### config.mk
export PLATFORM = sky130hd
export DESIGN_NAME = alu_seq
export DESIGN_NICKNAME = d
export VERILOG_FILES = /design/src/rtl/alu_pkg.sv /design/src/rtl/alu_seq_mul.sv /design/src/rtl/alu_seq.sv
export SDC_FILE = /design/constraint.sdc
export NUM_CORES = 1
export LEC_CHECK = 0
export ABC_CLOCK_PERIOD_IN_PS = 2200
export BUFFER_PORTS_ARGS = -buffer_cell sky130_fd_sc_hd__clkbuf_2
export CAP_MARGIN = 25
export CORE_UTILIZATION = 37
export CTS_CLUSTER_SIZE = 30
export DETAILED_ROUTE_END_ITERATION = 7
export PLACE_DENSITY = 0.66
export SETUP_SLACK_MARGIN = 0.02
export SKIP_LAST_GASP = 1
export SLEW_MARGIN = 0
export SYNTH_ARGS = -nofsm -noshare
export SYNTH_HDL_FRONTEND = slang
export SYNTH_HIERARCHICAL = 1
export SYNTH_SLANG_ARGS = --single-unit
### constraint.sdc
create_clock -name clk -period 2.2 [get_ports clk]
set_input_delay 0.22 -clock clk [delete_from_list [all_inputs] [get_ports clk]]
set_output_delay 0.22 -clock clk [all_outputs]
set_load 0.03 [all_outputs]
### src/rtl/alu_pkg.sv
// ============================================================================
// Module      : alu_pkg
// Description : Shared opcode constants, FSM state type and shift-amount
//               width helper for the sequential ALU.
// Revision    : 1.0 - initial release
// ============================================================================
`default_nettype none

package alu_pkg;

  // 4-bit operation codes; 1011..1111 are reserved
  localparam logic [3:0] OP_ADD  = 4'b0000;
  localparam logic [3:0] OP_SLL  = 4'b0001;
  localparam logic [3:0] OP_SUB  = 4'b0010;
  localparam logic [3:0] OP_SLT  = 4'b0011;
  localparam logic [3:0] OP_XOR  = 4'b0100;
  localparam logic [3:0] OP_SRL  = 4'b0101;
  localparam logic [3:0] OP_OR   = 4'b0110;
  localparam logic [3:0] OP_AND  = 4'b0111;
  localparam logic [3:0] OP_SRA  = 4'b1000;
  localparam logic [3:0] OP_SLTU = 4'b1001;
  localparam logic [3:0] OP_MUL  = 4'b1010;

  // Control FSM states (MUL/DONE only reachable when the multiplier is built)
  typedef enum logic [1:0] {
    ST_IDLE = 2'd0,
    ST_MUL  = 2'd1,
    ST_DONE = 2'd2
  } state_e;

  // Number of operand-b bits that form the shift amount
  function automatic int shamt_w(input int width);
    return $clog2(width);
  endfunction

endpackage

`default_nettype wire

### src/rtl/alu_seq_mul.sv
// ============================================================================
// Module      : alu_seq_mul
// Description : Iterative shift-add multiplier, one partial product per cycle.
//               Produces the low WIDTH bits of a*b after WIDTH iterations.
//               done_o is high during the final iteration cycle; product_o
//               holds the finished value on the following cycle.
// Revision    : 1.0 - initial release
// ============================================================================
`default_nettype none

module alu_seq_mul
  import alu_pkg::*;
#(
  parameter int WIDTH = 32
) (
  input  logic             clk,
  input  logic             rst_n,
  input  logic             start_i,
  input  logic [WIDTH-1:0] a_i,
  input  logic [WIDTH-1:0] b_i,
  output logic             done_o,
  output logic [WIDTH-1:0] product_o
);

  localparam int CNT_W = shamt_w(WIDTH);

  logic [WIDTH-1:0] mcand_q;
  logic [WIDTH-1:0] mplier_q;
  logic [WIDTH-1:0] acc_q;
  logic [CNT_W-1:0] count_q;
  logic             busy_q;

  assign done_o    = busy_q && (count_q == CNT_W'(WIDTH - 1));
  assign product_o = acc_q;

  // Load operands on start, then add/shift once per cycle until WIDTH iterations
  always_ff @(posedge clk or negedge rst_n) begin
    if (!rst_n) begin
      mcand_q  <= '0;
      mplier_q <= '0;
      acc_q    <= '0;
      count_q  <= '0;
      busy_q   <= 1'b0;
    end else if (start_i) begin
      mcand_q  <= a_i;
      mplier_q <= b_i;
      acc_q    <= '0;
      count_q  <= '0;
      busy_q   <= 1'b1;
    end else if (busy_q) begin
      if (mplier_q[0]) begin
        acc_q <= acc_q + mcand_q;
      end
      mcand_q  <= mcand_q << 1;
      mplier_q <= mplier_q >> 1;
      count_q  <= count_q + CNT_W'(1);
      if (done_o) begin
        busy_q <= 1'b0;
      end
    end
  end

endmodule

`default_nettype wire

### src/rtl/alu_seq.sv
// ============================================================================
// Module      : alu_seq
// Description : Handshaked sequential ALU. Single-cycle integer ops plus an
//               optional iterative multiplier (WIDTH+1 cycle latency).
//               Build option: define ALU_MUL_EN to include the multiplier;
//               otherwise opcode 1010 behaves as reserved.
// Revision    : 1.0 - initial release
// ============================================================================
`default_nettype none

module alu_seq
  import alu_pkg::*;
#(
  parameter int WIDTH = 32
) (
  input  logic             clk,
  input  logic             rst_n,
  input  logic             in_valid_i,
  output logic             in_ready_o,
  input  logic [3:0]       op_i,
  input  logic [WIDTH-1:0] a_i,
  input  logic [WIDTH-1:0] b_i,
  output logic             out_valid_o,
  input  logic             out_ready_i,
  output logic [WIDTH-1:0] result_o,
  output logic             zero_o,
  output logic             sign_o,
  output logic             carry_o,
  output logic             ovf_o
);

  localparam int SHAMT_W = shamt_w(WIDTH);

  logic [SHAMT_W-1:0] shamt;
  logic [WIDTH:0]     sum_ext;
  logic [WIDTH:0]     diff_ext;
  logic [WIDTH-1:0]   res_d;
  logic               zero_d;
  logic               sign_d;
  logic               carry_d;
  logic               ovf_d;
  logic               accept;

  logic [WIDTH-1:0]   result_q;
  logic               zero_q;
  logic               sign_q;
  logic               carry_q;
  logic               ovf_q;
  logic               out_valid_q;

  assign shamt    = b_i[SHAMT_W-1:0];
  assign sum_ext  = {1'b0, a_i} + {1'b0, b_i};
  assign diff_ext = {1'b0, a_i} - {1'b0, b_i};

  // Single-cycle op mux; reserved codes (and MUL, handled elsewhere) give 0
  always_comb begin
    res_d   = '0;
    carry_d = 1'b0;
    ovf_d   = 1'b0;
    case (op_i)
      OP_ADD: begin
        res_d   = sum_ext[WIDTH-1:0];
        carry_d = sum_ext[WIDTH];
        ovf_d   = (a_i[WIDTH-1] == b_i[WIDTH-1]) && (sum_ext[WIDTH-1] != a_i[WIDTH-1]);
      end
      OP_SUB: begin
        res_d   = diff_ext[WIDTH-1:0];
        carry_d = ~diff_ext[WIDTH];
        ovf_d   = (a_i[WIDTH-1] != b_i[WIDTH-1]) && (diff_ext[WIDTH-1] != a_i[WIDTH-1]);
      end
      OP_SLL:  res_d = a_i << shamt;
      OP_SRL:  res_d = a_i >> shamt;
      OP_SRA:  res_d = $unsigned($signed(a_i) >>> shamt);
      OP_SLT:  res_d = {{(WIDTH-1){1'b0}}, ($signed(a_i) < $signed(b_i))};
      OP_SLTU: res_d = {{(WIDTH-1){1'b0}}, (a_i < b_i)};
      OP_XOR:  res_d = a_i ^ b_i;
      OP_OR:   res_d = a_i | b_i;
      OP_AND:  res_d = a_i & b_i;
      default: res_d = '0;
    endcase
  end

  assign zero_d = (res_d == '0);
  assign sign_d = res_d[WIDTH-1];

`ifdef ALU_MUL_EN
  state_e           state_q;
  logic             mul_start;
  logic             mul_done;
  logic [WIDTH-1:0] mul_product;

  assign in_ready_o = (state_q == ST_IDLE) && (!out_valid_q || out_ready_i);
  assign mul_start  = accept && (op_i == OP_MUL);

  alu_seq_mul #(
    .WIDTH (WIDTH)
  ) u_mul (
    .clk       (clk),
    .rst_n     (rst_n),
    .start_i   (mul_start),
    .a_i       (a_i),
    .b_i       (b_i),
    .done_o    (mul_done),
    .product_o (mul_product)
  );
`else
  assign in_ready_o = !out_valid_q || out_ready_i;
`endif

  assign accept = in_valid_i && in_ready_o;

  // Control FSM with registered result/flags; a new write wins over a drain
  always_ff @(posedge clk or negedge rst_n) begin
    if (!rst_n) begin
      result_q    <= '0;
      zero_q      <= 1'b0;
      sign_q      <= 1'b0;
      carry_q     <= 1'b0;
      ovf_q       <= 1'b0;
      out_valid_q <= 1'b0;
`ifdef ALU_MUL_EN
      state_q     <= ST_IDLE;
`endif
    end else begin
      if (out_valid_q && out_ready_i) begin
        out_valid_q <= 1'b0;
      end
`ifdef ALU_MUL_EN
      case (state_q)
        ST_IDLE: begin
          if (accept) begin
            if (op_i == OP_MUL) begin
              state_q <= ST_MUL;
            end else begin
              result_q    <= res_d;
              zero_q      <= zero_d;
              sign_q      <= sign_d;
              carry_q     <= carry_d;
              ovf_q       <= ovf_d;
              out_valid_q <= 1'b1;
            end
          end
        end
        ST_MUL: begin
          if (mul_done) begin
            state_q <= ST_DONE;
          end
        end
        ST_DONE: begin
          result_q    <= mul_product;
          zero_q      <= (mul_product == '0);
          sign_q      <= mul_product[WIDTH-1];
          carry_q     <= 1'b0;
          ovf_q       <= 1'b0;
          out_valid_q <= 1'b1;
          state_q     <= ST_IDLE;
        end
        default: state_q <= ST_IDLE;
      endcase
`else
      if (accept) begin
        result_q    <= res_d;
        zero_q      <= zero_d;
        sign_q      <= sign_d;
        carry_q     <= carry_d;
        ovf_q       <= ovf_d;
        out_valid_q <= 1'b1;
      end
`endif
    end
  end

  assign out_valid_o = out_valid_q;
  assign result_o    = result_q;
  assign zero_o      = zero_q;
  assign sign_o      = sign_q;
  assign carry_o     = carry_q;
  assign ovf_o       = ovf_q;

endmodule

`default_nettype wire

Word level (Yosys, flattened, before mapping)
Index checks and enable logic that the tools add are counted.

Word-level logic and storage cells: 44. Input bits: 72. Output and inout bits: 38. Register bits: 37.

Add/subtract/negate cells: 2. Reductions and logical operators: 9. Bitwise gates (word level): 4. Muxes and demuxes: 5. Eq/ne operators: 13. Magnitude comparators: 2. Shift operators: 3.

Operator list (count): 32-bit one-hot mux with 10 select lines (1); 32-bit < comparator (2); 32-bit by 32-bit adder with 33-bit output (1); 32-bit by 32-bit subtractor with 33-bit output (1); 32-bit bitwise AND (1); 32-bit logical NOT (1); 32-bit bitwise OR (1); 32-bit by 5-bit << shifter with 32-bit output (1); 32-bit by 5-bit right shift with 32-bit output (1); 32-bit by 5-bit >>> shifter with 32-bit output (1); 32-bit XOR (1); 4-bit by 3-bit == test with 1-bit output, second input constant (4); 4-bit by 2-bit == test with 1-bit output, second input constant (2); 4-bit == test, second input constant (2); 4-bit by 1-bit == test with 1-bit output, second input constant (1); 1-bit logical AND (4); 4-bit logical NOT (1); 1-bit one-hot mux with 2 select lines (2); 1-bit != test (3); 1-bit 2-to-1 mux (2); 2-bit nonzero test (1); 1-bit == test (1); 1-bit logical NOT (1); 1-bit logical OR (1); 1-bit inverter (1).

Depth between registers and ports, before layout
Word-level depth: 4. Depth in mapped cells: 17. Gate-level depth less buffers: 14.

Worst setup path after synthesis
Ideal clock, no wire load.

Path kind: input port to flip-flop. From: input b_i[2]. To: register zero_q (netlist: zero_o). Setup slack: -1962 ps. Stages on the path: 17. Library setup time: 68 ps. Required time: 2132 ps. Data arrival time: 4094 ps. Cells stage by stage: buf_2 -> buf_2 -> inv_1 -> clkbuf_1 -> buf_2 -> ha_1 -> o21ba_1 -> a2111o_1 -> a32oi_1 -> a211oi_1 -> o21ai_1 -> o221ai_1 -> a211o_1 -> or3_1 -> nor4_1 -> and4_1 -> a32o_1.

Cells in the longest elaborated chain, start to end: 3. Elaborated cells between the ends (all ways): 12. Classes of those cells: add/sub (2); order compare (2); shift (3); mux (1); bitwise (3); reduce/logical (1).

Ends and longest elaborated chain: start: declaration (line alu_seq.sv:22) `input logic [WIDTH-1:0] b_i,`; 32-bit by 32-bit subtractor with 33-bit output, or another cell as far along (line alu_seq.sv:53) `assign diff_ext = {1'b0, a_i} - {1'b0, b_i};`; 32-bit one-hot mux with 10 select lines * (line alu_seq.sv:60) `case (op_i)`; 32-bit logical NOT * (line alu_seq.sv:83) `assign zero_d = (res_d == '0);`; end signal: assignment (line alu_seq.sv:163) `zero_q <= zero_d;`; end: declaration (line alu_seq.sv:45) `logic zero_q;`.

Every way passes the cells marked *; elsewhere a longest branch is shown, timed or not. A chain may end at the register's enable or synchronous reset.

Worst setup path in the final report
From: input a_i[0]. To: register zero_q (netlist: zero_o).

Cells in the longest elaborated chain, start to end: 3. Elaborated cells between the ends (all ways): 12. Classes of those cells: add/sub (2); order compare (2); shift (3); mux (1); bitwise (3); reduce/logical (1).

Ends and longest elaborated chain: start: declaration (line alu_seq.sv:21) `input logic [WIDTH-1:0] a_i,`; 32-bit by 32-bit subtractor with 33-bit output, or another cell as far along (line alu_seq.sv:53); 32-bit one-hot mux with 10 select lines * (line alu_seq.sv:60); 32-bit logical NOT * (line alu_seq.sv:83).

Marked as above.

==> impl_metrics.json <==
{
  "status": "finished with violations",
  "failed_checks": "negative setup slack",
  "hp-class": "input pin to async pin",
  "worstPathCellList": "buf_8, inv_6, ha_4, fa_2, o21ba_4, a2111o_1, buf_6, nand2_2, a21oi_2, a221o_1, a2111oi_4, nand4_1, or4_1, nor4_2, buf_4, and4_1, a32o_1",
  "grt_setup_unrepaired": "yes",
  "yosysSeqAreaShare_pct": 7.60,
  "syn_nets": 1798,
  "antenna_left": 0,
  "cts_max_path_buffers": 2,
  "ys_ff_latch": 36,
  "fillCellCount": 2685,
  "grt_pass1_vias": 16300,
  "numCtsBuffers": 5,
  "antenna_found_initial": 2,
  "combPwrFrac_pct": 79.0,
  "grt_pass1_wl_um": 101000,
  "drive_gt1_share_pct": 52.5,
  "intPower_mw": 3.77,
  "nNetsFinal": 2526,
  "min_period_ps": 3670,
  "ys_warn_count": 6,
  "start_kind": "input pin",
  "cp.arrival_ps": 3890,
  "initial_core_util_pct": 37.6,
  "yosysUniqueCellTypes": 94,
  "worst_pin_slew_ps": 872,
  "die_area_mm2": 0.0327,
  "num_vias": 17100,
  "wire_per_inst_um": 24.9,
  "finalHoldViolations": 0,
  "portBuffers": 109,
  "syn-cell-area_mm2": 0.0119,
  "synthArstFlopShare_pct": 100,
  "skew_ps": 2.06,
  "synth_ff_type": "dfrtp_1",
  "critPathKind": "input pin to flip-flop",
  "ir_worst_vdd_mv": 0.342,
  "powerDensity_mw_per_mm2": 346,
  "htreeDepth": 2,
  "slew_headroom_pct": 41.3,
  "clock.fmax_mhz": 272,
  "dr.pass1.iters": 7,
  "syn2layout_area_growth_pct": 72.3,
  "crit_path_end_kind": "flip-flop",
  "io_pins": 110,
  "cts_root_buf": "clkbuf_16",
  "die_x_um": 181,
  "rows": 65,
  "clkSinkCount": 36,
  "route.detailed.drc": 0,
  "syn_inst": 1624,
  "clk_latency_ps": 280,
  "holdWs_ps": 41.8,
  "swShare_pct": 46.6,
  "synth-edff-count": 0,
  "cts_tree": "yes",
  "routed_wl_um": 68500,
  "required_ps": 2410,
  "layout_commonest_cell": "buf_4",
  "syn_avg_cell_area_um2": 7.30,
  "clock_power_share_pct": 9.2,
  "grt.total_usage_pct": 40.3,
  "p_sw_mw": 3.29,
  "critPathMaxFanout": 4,
  "clk_pin_slew_ps": 50,
  "finalPower_mw": 7.06,
  "layout_setup_ws_ps": -1470,
  "pre_cts_slack_ps": -1940,
  "finalSetupViolCount": 34,
  "period_share_pct": 167,
  "leakage_nw": 9.30,
  "core_mm2": 0.0316,
  "hpwl_um": 54500,
  "die_y_um": 181,
  "grt_max_degree": 57,
  "gp_congestion": 1.05,
  "synth_area_leaders": "ha_1 11%, mux4_2 8.2%, dfrtp_1 7.6%",
  "synth_area_leader_cell": "ha_1",
  "grt-ovfl-total": 0,
  "viasPerCell": 6.21,
  "slowest_delay_ps": 470,
  "drv_cap": 0,
  "final_cell_mix": "697 x buf_4, 143 x nand2_1, 124 x nor2_1, 99 x clkbuf_2, 88 x a21oi_1",
  "fin_area_mm2": 0.0204,
  "drt-initial-drc-count": 1833,
  "crit_slowest_cell": "or4_1",
  "place_area_mm2": 0.0178,
  "seqPwrFrac_pct": 11.8,
  "synthDominantCellAreaShare_pct": 10.6,
  "slew_viol_final": 0
}
[metal layers]
layer  GRT usage [%]  vias to the layer above  wire length, um  part of all wire (%)
met5               0                        -                0                     0
li1                -                     7561                -                     -
met3            5.97                      226             6570                   9.6
met1            54.2                     8232            28100                    41
met2            62.8                     1102            29900                    44
met4            19.6                        0             3940                   5.8
[flip-flops by register name (all words and copies together), names as in the netlist]
name and count:
result_o 32, carry_o 1, out_valid_o 1, ovf_o 1, zero_o 1
[final timing paths]
check / startpoint / end / slack, ps / depth (start not counted)
setup / recovery: a_i[0] / zero_o$_DFFE_PN0P_ / -1470 / 17
hold / removal: rst_n / ovf_o$_DFFE_PN0P_ / 40 / 1
setup reg to reg: out_valid_o$_DFFE_PN0P_ / zero_o$_DFFE_PN0P_ / -620 / 12
hold reg to reg: result_o[7]$_DFFE_PN0P_ / result_o[7]$_DFFE_PN0P_ / 480 / 2
max in group asynchronous: rst_n / result_o[15]$_DFFE_PN0P_ / 1620 / 1
min in group clk: in_valid_i / out_valid_o$_DFFE_PN0P_ / 270 / 3
[power groups by stage]
stage          logic, mW  registers, mW  clock network (mW)
6_report            5.58          0.834               0.651
5_1_grt             5.83          0.846               0.676
4_1_cts             5.11          0.834               0.655
3_5_place_dp        4.66          0.844                   0
3_3_place_gp        4.61          0.839                   0
2_1_floorplan       2.13           1.06                   0
[cells by family after synthesis]
group / synth area share (%)
AO/OA/AOI/OAI: 31.6
AND/OR/NAND/NOR: 20.1
buffers and inverters: 9.40
multiplexers: 19.0
adder cells (fa/ha/maj): 10.9
flip-flops: 7.60
XOR/XNOR: 1.48
[stage by stage]
step           setup TNS [ps]  std cells  utilization, %
2_1_floorplan          -17300       1624               -
3_3_place_gp           -35500       2678            56.6
3_5_place_dp           -37450       2678            56.6
4_1_cts                -21050       2731            61.9
5_1_grt                -25090       2756            64.7
6_report               -22950       2756            64.7
[area by class of cell]
| class | instances | area (um2) | share of cell area, % |
|---|---|---|---|
| tap | 402 | 503 | 2.46 |
| timing repair buffer | 873 | 6880 | 33.7 |
| sequential | 36 | 901 | 4.41 |
| clock inverter | 1 | 5.00 | 0.0245 |
| multi-input combinational | 1322 | 11500 | 56.5 |
| antenna | 2 | 5.00 | 0.0245 |
| clock buffer | 6 | 129 | 0.631 |
| inverter | 114 | 459 | 2.25 |
[repair_timing]
action | in CTS | in global routing
buffers inserted | 50 | 31
gates resized for setup | 240 | 144
pin swaps | 82 | 76
hold buffers | 0 | 0
cloned | 2 | 0
endpoints found under the setup margin | 35 | 35
[critical path, delay by kind of cell]
family	cells	cell delay [ps]
AND/OR/NAND/NOR	5	1050
adder cells (fa/ha/maj)	2	520
buffers and inverters	4	440
AO/OA/AOI/OAI	6	1640
[synth_stat cells (21+ instances only)]
cell      count
inv_1       108
mux2_2       48
nor3_1       32
ha_1        100
buf_2        26
nor4_1       22
mux2i_1      60
a211oi_1     21
clkbuf_1    101
a21oi_1     119
o211ai_1     25
a22oi_1      28
dfrtp_1      36
o22ai_1      31
nand2_1     153
nand3_1      30
mux4_2       43
nor2_1      139
o21ai_0     113
Note: power is estimated with default switching activity, not from simulation.
